--- config.mk ---
export PLATFORM = sky130hd
export DESIGN_NAME = elevator_call_scheduler
export DESIGN_NICKNAME = d
export VERILOG_FILES = /design/src/rtl/elevator_pkg.sv /design/src/rtl/elevator_call_scheduler_timer.sv /design/src/rtl/elevator_call_scheduler.sv
export SDC_FILE = /design/constraint.sdc
export NUM_CORES = 1
export LEC_CHECK = 0
export ABC_AREA = 1
export CORE_UTILIZATION = 45
export DETAILED_ROUTE_END_ITERATION = 6
export HOLD_SLACK_MARGIN = 0.15
export PLACE_DENSITY = 0.7
export SYNTH_ARGS = -nofsm -noshare
export SYNTH_HDL_FRONTEND = slang
export SYNTH_SLANG_ARGS = --single-unit
--- constraint.sdc ---
create_clock -name clk -period 2.17 [get_ports clk]
set_input_delay 0.5425 -clock clk [delete_from_list [all_inputs] [get_ports clk]]
set_output_delay 0.5425 -clock clk [all_outputs]
set_load 0.05 [all_outputs]
--- src/rtl/elevator_pkg.sv ---
// Shared definitions for the elevator FSM and its call scheduler:
// floor/motor codes, scheduler states, travel-direction constants and timing.
package elevator_pkg;

    localparam int T_CLOSE   = 4;
    localparam int T_DOOR    = 8;
    localparam int T_TIMEOUT = 32;
    localparam int CNT_W     = 6;

    typedef enum logic [1:0] {
        F1    = 2'b00,
        F2    = 2'b01,
        F3    = 2'b10,
        F_INV = 2'b11
    } floor_e;

    typedef enum logic [1:0] {
        MOT_STOP = 2'b00,
        MOT_UP   = 2'b01,
        MOT_DOWN = 2'b10
    } motor_e;

    typedef enum logic [2:0] {
        S_IDLE,
        S_CLOSE,
        S_TRAVEL,
        S_DOOR_OPEN,
        S_FAULT
    } sched_state_e;

    localparam logic DIR_UP   = 1'b0;
    localparam logic DIR_DOWN = 1'b1;

endpackage

--- src/rtl/elevator_call_scheduler_timer.sv ---
// Loadable saturating down-counter shared by the CLOSE, TRAVEL and DOOR_OPEN phases.
module sched_timer #(
    parameter int CNT_W = 6
) (
    input  logic             clk,
    input  logic             rst,
    input  logic             load_i,
    input  logic [CNT_W-1:0] load_val_i,
    output logic [CNT_W-1:0] value_o,
    output logic             zero_o
);

    logic [CNT_W-1:0] cnt_q;
    logic [CNT_W-1:0] cnt_d;

    always_comb begin
        cnt_d = cnt_q;
        if (load_i) begin
            cnt_d = load_val_i;
        end else if (cnt_q != '0) begin
            cnt_d = cnt_q - CNT_W'(1);
        end
    end

    always_ff @(posedge clk or posedge rst) begin
        if (rst) begin
            cnt_q <= '0;
        end else begin
            cnt_q <= cnt_d;
        end
    end

    assign value_o = cnt_q;
    assign zero_o  = (cnt_q == '0);

endmodule

--- src/rtl/elevator_call_scheduler.sv ---
// SCAN call scheduler for the 3-floor elevator: latches calls, picks targets,
// times door close/dwell and travel, and reports sticky faults.
module elevator_call_scheduler
    import elevator_pkg::*;
(
    input  logic       clk,
    input  logic       rst,
    input  logic [2:0] call_i,
    input  logic       door_hold_i,
    input  logic [1:0] cur_floor_i,
    output logic       door_closed_o,
    output logic [1:0] tgt_floor_o,
    output logic [1:0] motor_o,
    output logic [2:0] pending_o,
    output logic       busy_o,
    output logic       fault_o
);

    typedef struct packed {
        logic       valid;
        logic [1:0] floor;
        logic       dir;
    } scan_t;

    // Nearest pending floor strictly ahead; otherwise nearest behind with the direction reversed.
    function automatic scan_t scan_select(input logic [2:0] pend, input logic [1:0] cur,
                                          input logic dir);
        scan_t r;
        r.valid = 1'b0;
        r.floor = 2'b00;
        r.dir   = dir;
        if (dir == DIR_UP) begin
            for (int f = 2; f >= 0; f--) begin
                if (pend[f] && f > int'(cur)) begin
                    r.valid = 1'b1;
                    r.floor = 2'(f);
                end
            end
            if (!r.valid) begin
                for (int f = 0; f <= 2; f++) begin
                    if (pend[f] && f < int'(cur)) begin
                        r.valid = 1'b1;
                        r.floor = 2'(f);
                        r.dir   = DIR_DOWN;
                    end
                end
            end
        end else begin
            for (int f = 0; f <= 2; f++) begin
                if (pend[f] && f < int'(cur)) begin
                    r.valid = 1'b1;
                    r.floor = 2'(f);
                end
            end
            if (!r.valid) begin
                for (int f = 2; f >= 0; f--) begin
                    if (pend[f] && f > int'(cur)) begin
                        r.valid = 1'b1;
                        r.floor = 2'(f);
                        r.dir   = DIR_UP;
                    end
                end
            end
        end
        return r;
    endfunction

    sched_state_e     state_q, state_d;
    logic [2:0]       pending_q, pending_d;
    logic             dir_q, dir_d;
    logic [1:0]       target_q, target_d;
    logic             door_closed_q, door_closed_d;
    logic [1:0]       tgt_q, tgt_d;
    logic [1:0]       motor_q, motor_d;
    logic             busy_q, busy_d;
    logic             fault_q, fault_d;

    logic             tmr_load;
    logic [CNT_W-1:0] tmr_val;
    logic [CNT_W-1:0] tmr_value;
    logic             tmr_zero;
    logic             tmr_expire;
    logic [2:0]       cur_mask;
    scan_t            scan;

    sched_timer #(.CNT_W(CNT_W)) u_timer (
        .clk        (clk),
        .rst        (rst),
        .load_i     (tmr_load),
        .load_val_i (tmr_val),
        .value_o    (tmr_value),
        .zero_o     (tmr_zero)
    );

    // A loaded value T spans exactly T cycles in the state; a loaded 0 acts like 1.
    assign tmr_expire = tmr_zero || (tmr_value == CNT_W'(1));
    assign cur_mask   = (cur_floor_i == F_INV) ? 3'b000 : (3'b001 << cur_floor_i);
    assign scan       = scan_select(pending_q, cur_floor_i, dir_q);

    always_comb begin
        state_d   = state_q;
        pending_d = pending_q | call_i;
        dir_d     = dir_q;
        target_d  = target_q;
        tmr_load  = 1'b0;
        tmr_val   = '0;
        if (cur_floor_i == F_INV) begin
            state_d = S_FAULT;
        end else begin
            unique case (state_q)
                S_IDLE: begin
                    if (|(pending_q & cur_mask)) begin
                        state_d  = S_DOOR_OPEN;
                        tmr_load = 1'b1;
                        tmr_val  = CNT_W'(T_DOOR);
                    end else if (|pending_q) begin
                        state_d  = S_CLOSE;
                        tmr_load = 1'b1;
                        tmr_val  = CNT_W'(T_CLOSE);
                    end
                end
                S_CLOSE: begin
                    if (tmr_expire) begin
                        if (scan.valid) begin
                            state_d  = S_TRAVEL;
                            target_d = scan.floor;
                            dir_d    = scan.dir;
                            tmr_load = 1'b1;
                            tmr_val  = CNT_W'(T_TIMEOUT);
                        end else begin
                            state_d = S_IDLE;
                        end
                    end
                end
                S_TRAVEL: begin
                    if (cur_floor_i == target_q) begin
                        state_d  = S_DOOR_OPEN;
                        tmr_load = 1'b1;
                        tmr_val  = CNT_W'(T_DOOR);
                    end else if (tmr_expire) begin
                        state_d = S_FAULT;
                    end
                end
                S_DOOR_OPEN: begin
                    if (door_hold_i || |(call_i & cur_mask)) begin
                        tmr_load = 1'b1;
                        tmr_val  = CNT_W'(T_DOOR);
                    end else if (tmr_expire) begin
                        state_d = S_IDLE;
                    end
                end
                S_FAULT: begin
                    state_d = S_FAULT;
                end
                default: begin
                    state_d = S_FAULT;
                end
            endcase
        end
        // The floor being served with its door open is never left pending.
        if (state_q == S_DOOR_OPEN || state_d == S_DOOR_OPEN) begin
            pending_d = pending_d & ~cur_mask;
        end
    end

    always_comb begin
        door_closed_d = (state_d == S_CLOSE) || (state_d == S_TRAVEL);
        tgt_d         = (state_d == S_TRAVEL) ? target_d : cur_floor_i;
        motor_d       = MOT_STOP;
        if (state_d == S_TRAVEL) begin
            if (target_d > cur_floor_i) begin
                motor_d = MOT_UP;
            end else if (target_d < cur_floor_i) begin
                motor_d = MOT_DOWN;
            end
        end
        busy_d  = (state_d != S_IDLE);
        fault_d = (state_d == S_FAULT);
    end

    always_ff @(posedge clk or posedge rst) begin
        if (rst) begin
            state_q       <= S_IDLE;
            pending_q     <= 3'b000;
            dir_q         <= DIR_UP;
            target_q      <= F1;
            door_closed_q <= 1'b0;
            tgt_q         <= F1;
            motor_q       <= MOT_STOP;
            busy_q        <= 1'b0;
            fault_q       <= 1'b0;
        end else begin
            state_q       <= state_d;
            pending_q     <= pending_d;
            dir_q         <= dir_d;
            target_q      <= target_d;
            door_closed_q <= door_closed_d;
            tgt_q         <= tgt_d;
            motor_q       <= motor_d;
            busy_q        <= busy_d;
            fault_q       <= fault_d;
        end
    end

    assign door_closed_o = door_closed_q;
    assign tgt_floor_o   = tgt_q;
    assign motor_o       = motor_q;
    assign pending_o     = pending_q;
    assign busy_o        = busy_q;
    assign fault_o       = fault_q;

endmodule

# Word level (Yosys, flattened, before mapping)
# Index checks and enable logic that the tools add are counted.
# word_totals
memories	0
ram_bits	0
out_inout_bits	10
ff_bits	22
mem_bits_ro	0
latchBits	0
input_bits	8
# classes
reduce_logical	18
div	0
n_bitwise	6
n_mul	0
magnitude_cmp	7
addsub	1
n_shift	1
mux	53
n_eq_ne	10
# ops
cell	n
2-to-1 mux 3 bit	18
2-to-1 mux 4 bit	11
2-to-1 mux 6 bit	5
one-hot mux 6 bit (4 select lines)	1
2-to-1 mux 2 bit	9
equality test 3 x 2 -> 1 bit (second input constant)	4
one-hot mux 3 bit (4 select lines)	1
AND 3 bit	3
OR reduction 3 bit	3
2-to-1 mux 1 bit	7
equality test 3 x 1 -> 1 bit (second input constant)	2
equality test 6 x 1 -> 1 bit (second input constant)	1
zero test 6 bit	1
nonzero test 6 bit	1
subtractor 6 x 1 -> 6 bit (second input constant)	1
logical AND 1 bit	5
logical OR 1 bit	4
< comparator 1 x 2 -> 1 bit (first input constant)	2
one-hot mux 1 bit (4 select lines)	1
AND reduction 4 bit	1
equality test 3 bit (second input constant)	1
zero test 3 bit	1
NOT 3 bit	1
bitwise OR 3 bit	1
other kinds (11)	11

# Logic depth before layout (Yosys ltp)
# Gate-level depths: netlist of the first run.
# logic_depth
ltp_word	18
mapped_depth	17
depth_no_buf	16

# Hierarchy
# A second synthesis of the first run with hierarchy kept.
# unflattened
hier_cells	201
hier_area_um2	1560.2
# modules_own_cells
module	cells_per_inst	n_inst	area_each_um2
elevator_call_scheduler	153	1	1171.1
sched_timer	48	1	389.1

# Worst setup path after synthesis of the first run
# No wires, ideal clock.
# synth_path
path_kind	input -> register
start	input port cur_floor_i[1]
end	register motor_q[0], in the netlist motor_o[0]
path_slack_ns	-0.088
required_ns	2.098
path_stages	16
arrival_time_ns	2.186
setup_time_ns	0.072
path_cell_list	buf_6 -> nor2_2 -> nand2_1 -> nand2_2 -> nor2_2 -> nor2_2 -> nand2_1 -> inv_2 -> nand2_1 -> nand2_1 -> inv_1 -> ha_1 -> inv_1 -> o21bai_1 -> nand2_1 -> nor2_1
# synth_via
elab_chain_len	17
elab_cells_between_ends	49
cone_classes	order compare: 6; eq/ne: 3; shift: 1; mux: 29; bitwise: 2; reduce/logical: 8
# synth_lines
element	line_no	source
start: declaration	elevator_call_scheduler.sv:10	input logic [1:0] cur_floor_i,
> comparator 2 bit	elevator_call_scheduler.sv:34, elevator_call_scheduler.sv:57	
logical AND 1 bit	elevator_call_scheduler.sv:34, elevator_call_scheduler.sv:57	
2-to-1 mux 3 bit (2 in a row)	elevator_call_scheduler.sv:34	if (pend[f] && f > int'(cur)) begin
2-to-1 mux 3 bit	elevator_call_scheduler.sv:32	if (dir == DIR_UP) begin
2-to-1 mux 4 bit (3 in a row)	elevator_call_scheduler.sv:41	if (pend[f] && f < int'(cur)) begin
2-to-1 mux 4 bit	elevator_call_scheduler.sv:39	if (!r.valid) begin
2-to-1 mux 4 bit	elevator_call_scheduler.sv:32	
2-to-1 mux 2 bit	elevator_call_scheduler.sv:124	if (scan.valid) begin
2-to-1 mux 2 bit	elevator_call_scheduler.sv:123	if (tmr_expire) begin
2-to-1 mux 2 bit	elevator_call_scheduler.sv:110	unique case (state_q)
2-to-1 mux 2 bit *	elevator_call_scheduler.sv:107	if (cur_floor_i == F_INV) begin
net target_d[1]	elevator_call_scheduler.sv:71	logic [1:0] target_q, target_d;
> comparator 2 bit *	elevator_call_scheduler.sv:171	if (target_d > cur_floor_i) begin
2-to-1 mux 2 bit *	elevator_call_scheduler.sv:171	
2-to-1 mux 2 bit *	elevator_call_scheduler.sv:170	if (state_d == S_TRAVEL) begin
net motor_d[0]	elevator_call_scheduler.sv:74	logic [1:0] motor_q, motor_d;
end signal: assignment	elevator_call_scheduler.sv:199	motor_q <= motor_d;
end: declaration	elevator_call_scheduler.sv:74	
# Mark *: on every way through the listed nets, which the timed path passes. The rest lies on a longest branch. The select of a mux whose other input is x is not followed.
# A chain may end at the register's enable or synchronous reset.

# Final worst setup path of the first run
# layout_path
start	register u_timer.cnt_q[1], in the netlist u_timer.value_o[1]
end	register motor_q[0], in the netlist motor_o[0]
# layout_via
elab_chain_len	8
elab_cells_between_ends	17
cone_classes	order compare: 1; eq/ne: 2; mux: 12; reduce/logical: 2
# layout_lines
element	line_no	source
start: declaration	elevator_call_scheduler_timer.sv:13	logic [CNT_W-1:0] cnt_q;
start signal: assignment	elevator_call_scheduler_timer.sv:29	cnt_q <= cnt_d;
equality test 6 x 1 -> 1 bit or zero test 6 bit (tied branches)	elevator_call_scheduler.sv:96, elevator_call_scheduler_timer.sv:34	
logical OR 1 bit *	elevator_call_scheduler.sv:96	assign tmr_expire = tmr_zero || (tmr_value == CNT_W'(1));
2-to-1 mux 2 bit *	elevator_call_scheduler.sv:123	
2-to-1 mux 2 bit *	elevator_call_scheduler.sv:110	
2-to-1 mux 2 bit *	elevator_call_scheduler.sv:107	
net target_d[1]	elevator_call_scheduler.sv:71	
> comparator 2 bit *	elevator_call_scheduler.sv:171	
2-to-1 mux 2 bit *	elevator_call_scheduler.sv:171	
2-to-1 mux 2 bit *	elevator_call_scheduler.sv:170	
net motor_d[0]	elevator_call_scheduler.sv:74	
# Mark *: on every way through the listed nets, which the timed path passes. The rest lies on a longest branch.

==> impl_metrics.toml, run 1 <==
[setup_path]
worstSetupEndpointType = "flop"
cp_max_fo = 4
rr_startpoint = "u_timer.value_o[1]$_DFFE_PP0P_"
r2r_setup_slack_ps = 70
crit_path_start_kind = "flop"
crit_arrival_ps = 2350
worstRegToRegCells = 16
critPathKind = "flop to flop"
required_ps = 2420
regToRegEndpoint = "motor_o[0]$_DFF_PP0_"

[drt]
top_layer = "met4"
route.met2.wl_microns = 1600
drc = 0
via_count = 1371
wl_met3_microns = 126
ant_nets = 0
drtIter0Drc = 43
finalWirelength_microns = 3170
dr.pass1.iters = 4
viasPerCell = 4.73
wire_per_inst_microns = 10.9
m1WireLength_microns = 1380

[floorplanning]
ios = 18
placementRows = 20
coreArea_sq_mm = 0.00303
die_area_sq_mm = 0.00340
dieHeight_microns = 58.4
start_util = 0.472
die-width_microns = 58.4

[timing]
drv_slew = 0
fin_crit_sh = 0.969
fmax_mhz = 476
rsz0062_at_grt = "yes"
worst_hold_slack_ps = 541
hold_viol_final = 0
slew_headroom = 0.666
worst_pin_slew_ps = 499
min_period_ps = 2100
fin_worst_skew_ps = 1.38
setup_tns_ps = 0
setup_viol = 0

[place]
dpl-instance-area_sq_mm = 0.00184
hpwlAfterDp_microns = 2390
io_buffers = 17
gp_congestion = 0.816
dp.cells = 281

[synthesis]
synth_cell_type_count = 28
syn-instance-count = 196
ys_seq_area_frac = 0.385
synth_edf_count = 0
synth_nets = 209
async_flop_share = 1.00
yosysWarnings = 0
synth.cell_area_sq_mm = 0.00143
synth_flop_cell = "dfrtp_1"
synth_top_area_frac = 0.385
syn_avg_cell_area_sq_um = 7.29
synth_top_area_cell = "dfrtp_1"
synthTopCellsByArea = "dfrtp_1 39%, nand2_1 13%, inv_1 7.6%, nor2_1 5.0%, nand3_1 4.6%"
yosys_register_bits = 22

[clock_network]
cts_tree = "built"
clk_pin_slew_ps = 130
cts_inserted_buffers = 3
clock-root-buffer = "clkbuf_4"
clock_latency_ps = 310
cts_num_sinks = 22
clk_path_buf_depth = 2
cts-htree-levels = 1

[final_layout]
layout_commonest_cell = "nand2_1"
final_nets = 260
drive_gt1_frac = 0.337
fin_area_sq_mm = 0.00200
finalNonFillerCells = 290
most-common-layout-cells = "47 x nand2_1, 31 x buf_4, 25 x inv_1, 21 x dfrtp_1, 18 x nor2_1"
fillers = 262
syn_to_final_growth_pct = 40.1
antenna-diode-count = 0

[min_path]
min_path_type = "input port to asynchronous set/reset pin"

[power]
powerDensity_mw_per_mm2 = 733
total_leakage_power_nw = 1.02
vdd_drop_max_uv = 385

[status]
status = "complete, no violations"

[grt]
grt_pass1_vias = 1309
globalRoute.totalOverflow = 0
grtUsageTotal = 0.204
grt_pass1_wl_microns = 5340
grt_max_degree = 23
antenna_found_initial = 0

[flow_run]
maxCapViolations = 0
[repair_timing]
| action | 4_1_cts | 5_1_grt |
|---|---|---|
| buffers inserted | 2 | 3 |
| hold buffers | 0 | 0 |
| gates resized for setup | 6 | 22 |
| setup endpoints to repair | 3 | 3 |
| pin swaps | 2 | 11 |
[final cells by class]
cell class                 count  area [sq um]  area share
clock buffer                   3          22.5      0.0113
inverter                      33           125      0.0625
sequential                    22           552       0.276
multi-input combinational    140           827       0.413
clock inverter                 1          30.0      0.0150
tap                           44          55.1      0.0275
timing repair buffer          47           390       0.195
[cell families after synthesis]
group,share of synthesized area
and+or+nand+nor,0.377
buffers and inverters,0.0954
DFF,0.385
AOI/OAI and AO/OA,0.0744
adders and majority gates,0.0438
xor gates and xnor gates,0.0245
[synthesized netlist by cell type (3+ instances only)]
cell     instances
dfrtp_1         22
ha_1             5
inv_1           29
inv_2            3
nand2_1         51
nand2_2         10
nand3_1         13
nor2_1          19
nor2_2           8
nor3_1           5
o21ai_0          3
o21ai_1          7
xnor2_1          3
[registers in the layout (all words and copies together) (netlist names)]
name and flops:
state_q 3, target_q 2, pending_o 3, fault_o 1, dir_q 1, u_timer.value_o 6, tgt_floor_o 2, door_closed_o 1
motor_o 2, busy_o 1
[power by group]
part	switching, mW	internal, mW	leakage, nW	total, mW
logic	0.304	0.302	0.739	0.606
clock network	0.132	0.187	0.0279	0.319
registers	0.0633	0.480	0.253	0.544
total	0.500	0.969	1.02	1.47
[critical path, cell delays in order (launching register included)]
cell and delay [ps]:
dfrtp_1 410, inv_2 110, ha_4 150, nand3_2 90, nand2_2 100, nand2_2 70, nor2_4 120, nand2_2 90
inv_2 70, nand2_2 50, nand2_2 90, inv_2 60, ha_4 260, inv_2 30, o21bai_1 170, nand2_1 80
nor2_1 100
[metal layers]
| metal | vias up | global-route usage |
|---|---|---|
| met5 | - | 0 |
| met4 | 0 | 0.0578 |
| met3 | 8 | 0.0308 |
| met2 | 36 | 0.351 |
| met1 | 617 | 0.268 |
| li1 | 710 | - |
[metrics by stage]
step / power [mW] / utilization / worst slack [ps]
6_report: 1.47 / 0.661 / 68.0
3_3_place_gp: 0.998 / 0.606 / -513
2_1_floorplan: 0.868 / - / 6.01
5_1_grt: 1.59 / 0.661 / -26.3
4_1_cts: 1.35 / 0.628 / -7.19
3_5_place_dp: 1.01 / 0.606 / -682
[worst max-delay path by stage]
stage                                              start              endpoint  slack (ps)  depth (start not counted)
final                     u_timer.value_o[1]$_DFFE_PP0P_  motor_o[0]$_DFF_PP0_          70                         16
after global routing      u_timer.value_o[1]$_DFFE_PP0P_  motor_o[0]$_DFF_PP0_         -30                         16
after CTS                 u_timer.value_o[1]$_DFFE_PP0P_  motor_o[0]$_DFF_PP0_          -7                         16
after detailed placement                  cur_floor_i[1]  motor_o[0]$_DFF_PP0_        -680                         17
after global placement                    cur_floor_i[1]  motor_o[0]$_DFF_PP0_        -510                         17
after floorplan                           cur_floor_i[1]  motor_o[0]$_DFF_PP0_           6                         16
Power figures use the tool's default switching activity.
==> run 2, diff against run 1 <==
--- a/config.mk
+++ b/config.mk
@@ -9,7 +9,9 @@
 export CORE_UTILIZATION = 45
 export DETAILED_ROUTE_END_ITERATION = 6
 export HOLD_SLACK_MARGIN = 0.15
-export PLACE_DENSITY = 0.7
+export PLACE_DENSITY = 0.69
+export SLEW_MARGIN = 10
 export SYNTH_ARGS = -nofsm -noshare
 export SYNTH_HDL_FRONTEND = slang
+export SYNTH_HIERARCHICAL = 1
 export SYNTH_SLANG_ARGS = --single-unit
==> run 2 against run 1 <==
Effect of this change: count of clock-buffer cells in the layout is 1 higher; first-iteration DRC count is 23% higher; combinational power is 18% lower; via count is 2.0% lower; critical endpoint is now pending_o[2]; largest cell class unchanged.
==> impl_metrics.toml, run 2 <==
[status]
status = "complete, no violations"

[timing]
drv_slew = 0
min_period_ps = 2090
hold_viol_final = 0
fin_worst_skew_ps = 5.28
rsz0062_at_grt = "no"
fmax_mhz = 477
setup_viol = 0
fin_crit_sh = 0.965
worst_hold_slack_ps = 481

[floorplanning]
ios = 18
dieHeight_microns = 60.9
coreArea_sq_mm = 0.00334
start_util = 0.468
die_area_sq_mm = 0.00371
die-width_microns = 60.9
placementRows = 21

[setup_path]
cp_max_fo = 5
crit_buf_inv = 1
path_delay_family = "buffers and inverters"
critPathKind = "flop to output port"
worstSetupEndpointType = "output port"
crit_arrival_ps = 1550
cp-startpoint = "pending_o[2]$_DFF_PP0_"
crit_path_start_kind = "flop"
r2r_setup_slack_ps = 150
cp_cell_sequence = "clkdlybuf4s50_1"
required_ps = 1630
rr_startpoint = "u_timer/value_o[0]$_DFFE_PP0P_"
max_stage_delay_ps = 810
slowest_stage = "clkdlybuf4s50_1"

[power]
power_frac_comb = 0.389
vdd_drop_max_uv = 289
powerDensity_mw_per_mm2 = 606
seqPwrFrac = 0.430
switching_share = 0.363
power_switching_uw = 462
intPower_uw = 812
total_leakage_power_nw = 1.08
clockPowerShare = 0.181

[synthesis]
syn_avg_cell_area_sq_um = 7.76
synthTopCellsByArea = "dfrtp_1 35%, nand2_1 11%, nor2_4 7.9%, nand3_1 6.7%, inv_1 6.0%"
synthTopCellsByCount = "46 x nand2_1, 25 x inv_1, 22 x dfrtp_1"
syn-instance-count = 201
synth_cell_type_count = 27
synth_flop_cell = "dfrtp_1"
synth_top_area_cell = "dfrtp_1"
synth_most_common_cell = "nand2_1"
yosys_register_bits = 22
async_flop_share = 1.00
ys_seq_area_frac = 0.353
synth_top_area_frac = 0.353
synth.cell_area_sq_mm = 0.00156
yosysWarnings = 6
synth_edf_count = 0

[clock_network]
cts_num_sinks = 22
clock_latency_ps = 310
clock-root-buffer = "clkbuf_4"
clk_pin_slew_ps = 120
cts_tree = "built"
clk_path_buf_depth = 2
cts-htree-levels = 1
cts_inserted_buffers = 3

[drt]
drtIter0Drc = 53
drc = 0
via_count = 1343
ant_nets = 0
dr.pass1.iters = 6
viasPerCell = 4.49
wire_per_inst_microns = 10.6
finalWirelength_microns = 3180

[final_layout]
most-common-layout-cells = "44 x nand2_1, 31 x buf_4, 24 x inv_1, 21 x nand3_1, 21 x dfrtp_1"
syn_to_final_growth_pct = 34.8
drive_gt1_frac = 0.332
utilization = 0.630
layout_commonest_cell = "nand2_1"
finalNonFillerCells = 299
largest_reg_flops = 6
antenna-diode-count = 0
fin_area_sq_mm = 0.00210
final_nets = 266

[place]
hpwlAfterDp_microns = 2530
dp.cells = 292
dpl-instance-area_sq_mm = 0.00199
io_buffers = 17
gp_congestion = 0.885

[min_path]
min_path_type = "input port to asynchronous set/reset pin"

[grt]
antenna_found_initial = 0
grtUsageTotal = 0.193
grt_max_degree = 17
grt_pass1_vias = 1225
grt_pass1_wl_microns = 5190
globalRoute.totalOverflow = 0

[flow_run]
maxCapViolations = 0
[run 2: final cells by class]
class,instances,area (sq um)
timing repair buffer,48,408
inverter,31,121
clock buffer,4,36.3
tap,46,57.6
multi-input combinational,148,928
sequential,22,552
fill,300,1230
[run 2: per-stage QoR]
stage | worst slack (ps) | setup TNS (ps) | total power, mW
final | 75.5 | 0 | 1.27
after global routing | 7.57 | 0 | 1.38
after CTS | -1.40 | -1.40 | 1.27
after detailed placement | -417 | -5390 | 1.04
after global placement | -376 | -5220 | 1.03
after floorplan | 4.12 | 0 | 0.891
[run 2: logic make-up (layout without fill, tap and decap cells)]
logic type / after synthesis / after routing / synth area share
and+or+nand+nor: 122 / 122 / 0.432
AOI/OAI and AO/OA: 14 / 14 / 0.0642
DFF: 22 / 22 / 0.353
adders and majority gates: 4 / 4 / 0.0321
other: 1 / 3 / 0.00240
buffers and inverters: 33 / 83 / 0.0882
xor gates and xnor gates: 5 / 5 / 0.0281
[run 2: path summary, 6_finish.rpt]
check | endpoint | cells past startpoint
max | pending_o[2] | 1
min | u_timer/value_o[1]$_DFFE_PP0P_ | 2
max reg2reg | motor_o[0]$_DFF_PP0_ | 15
min reg2reg | u_timer/value_o[0]$_DFFE_PP0P_ | 2
max in group asynchronous | pending_o[2]$_DFF_PP0_ | 3
min in group clk | u_timer/value_o[0]$_DFFE_PP0P_ | 2
[run 2: repair_timing]
action,in CTS,in global routing
pin swaps,4,8
hold buffers,0,0
cloned,0,0
setup buffers,1,2
endpoints found under the setup margin,10,15
resized for setup,3,12
[run 2: layer usage]
metal,global-route usage,wire length (microns),vias up
li1,-,-,726
met1,0.270,1570,596
met2,0.297,1530,17
met3,0.0320,57,4
met4,0.0779,34,0
met5,0,0,-
[run 2: power by group through the flow]
stage	Clock, mW	Sequential (mW)	Combinational [mW]
after floorplan	0	0.552	0.339
after global placement	0	0.554	0.474
after detailed placement	0	0.555	0.484
after CTS	0.234	0.546	0.487
after global routing	0.260	0.558	0.562
final	0.230	0.548	0.496
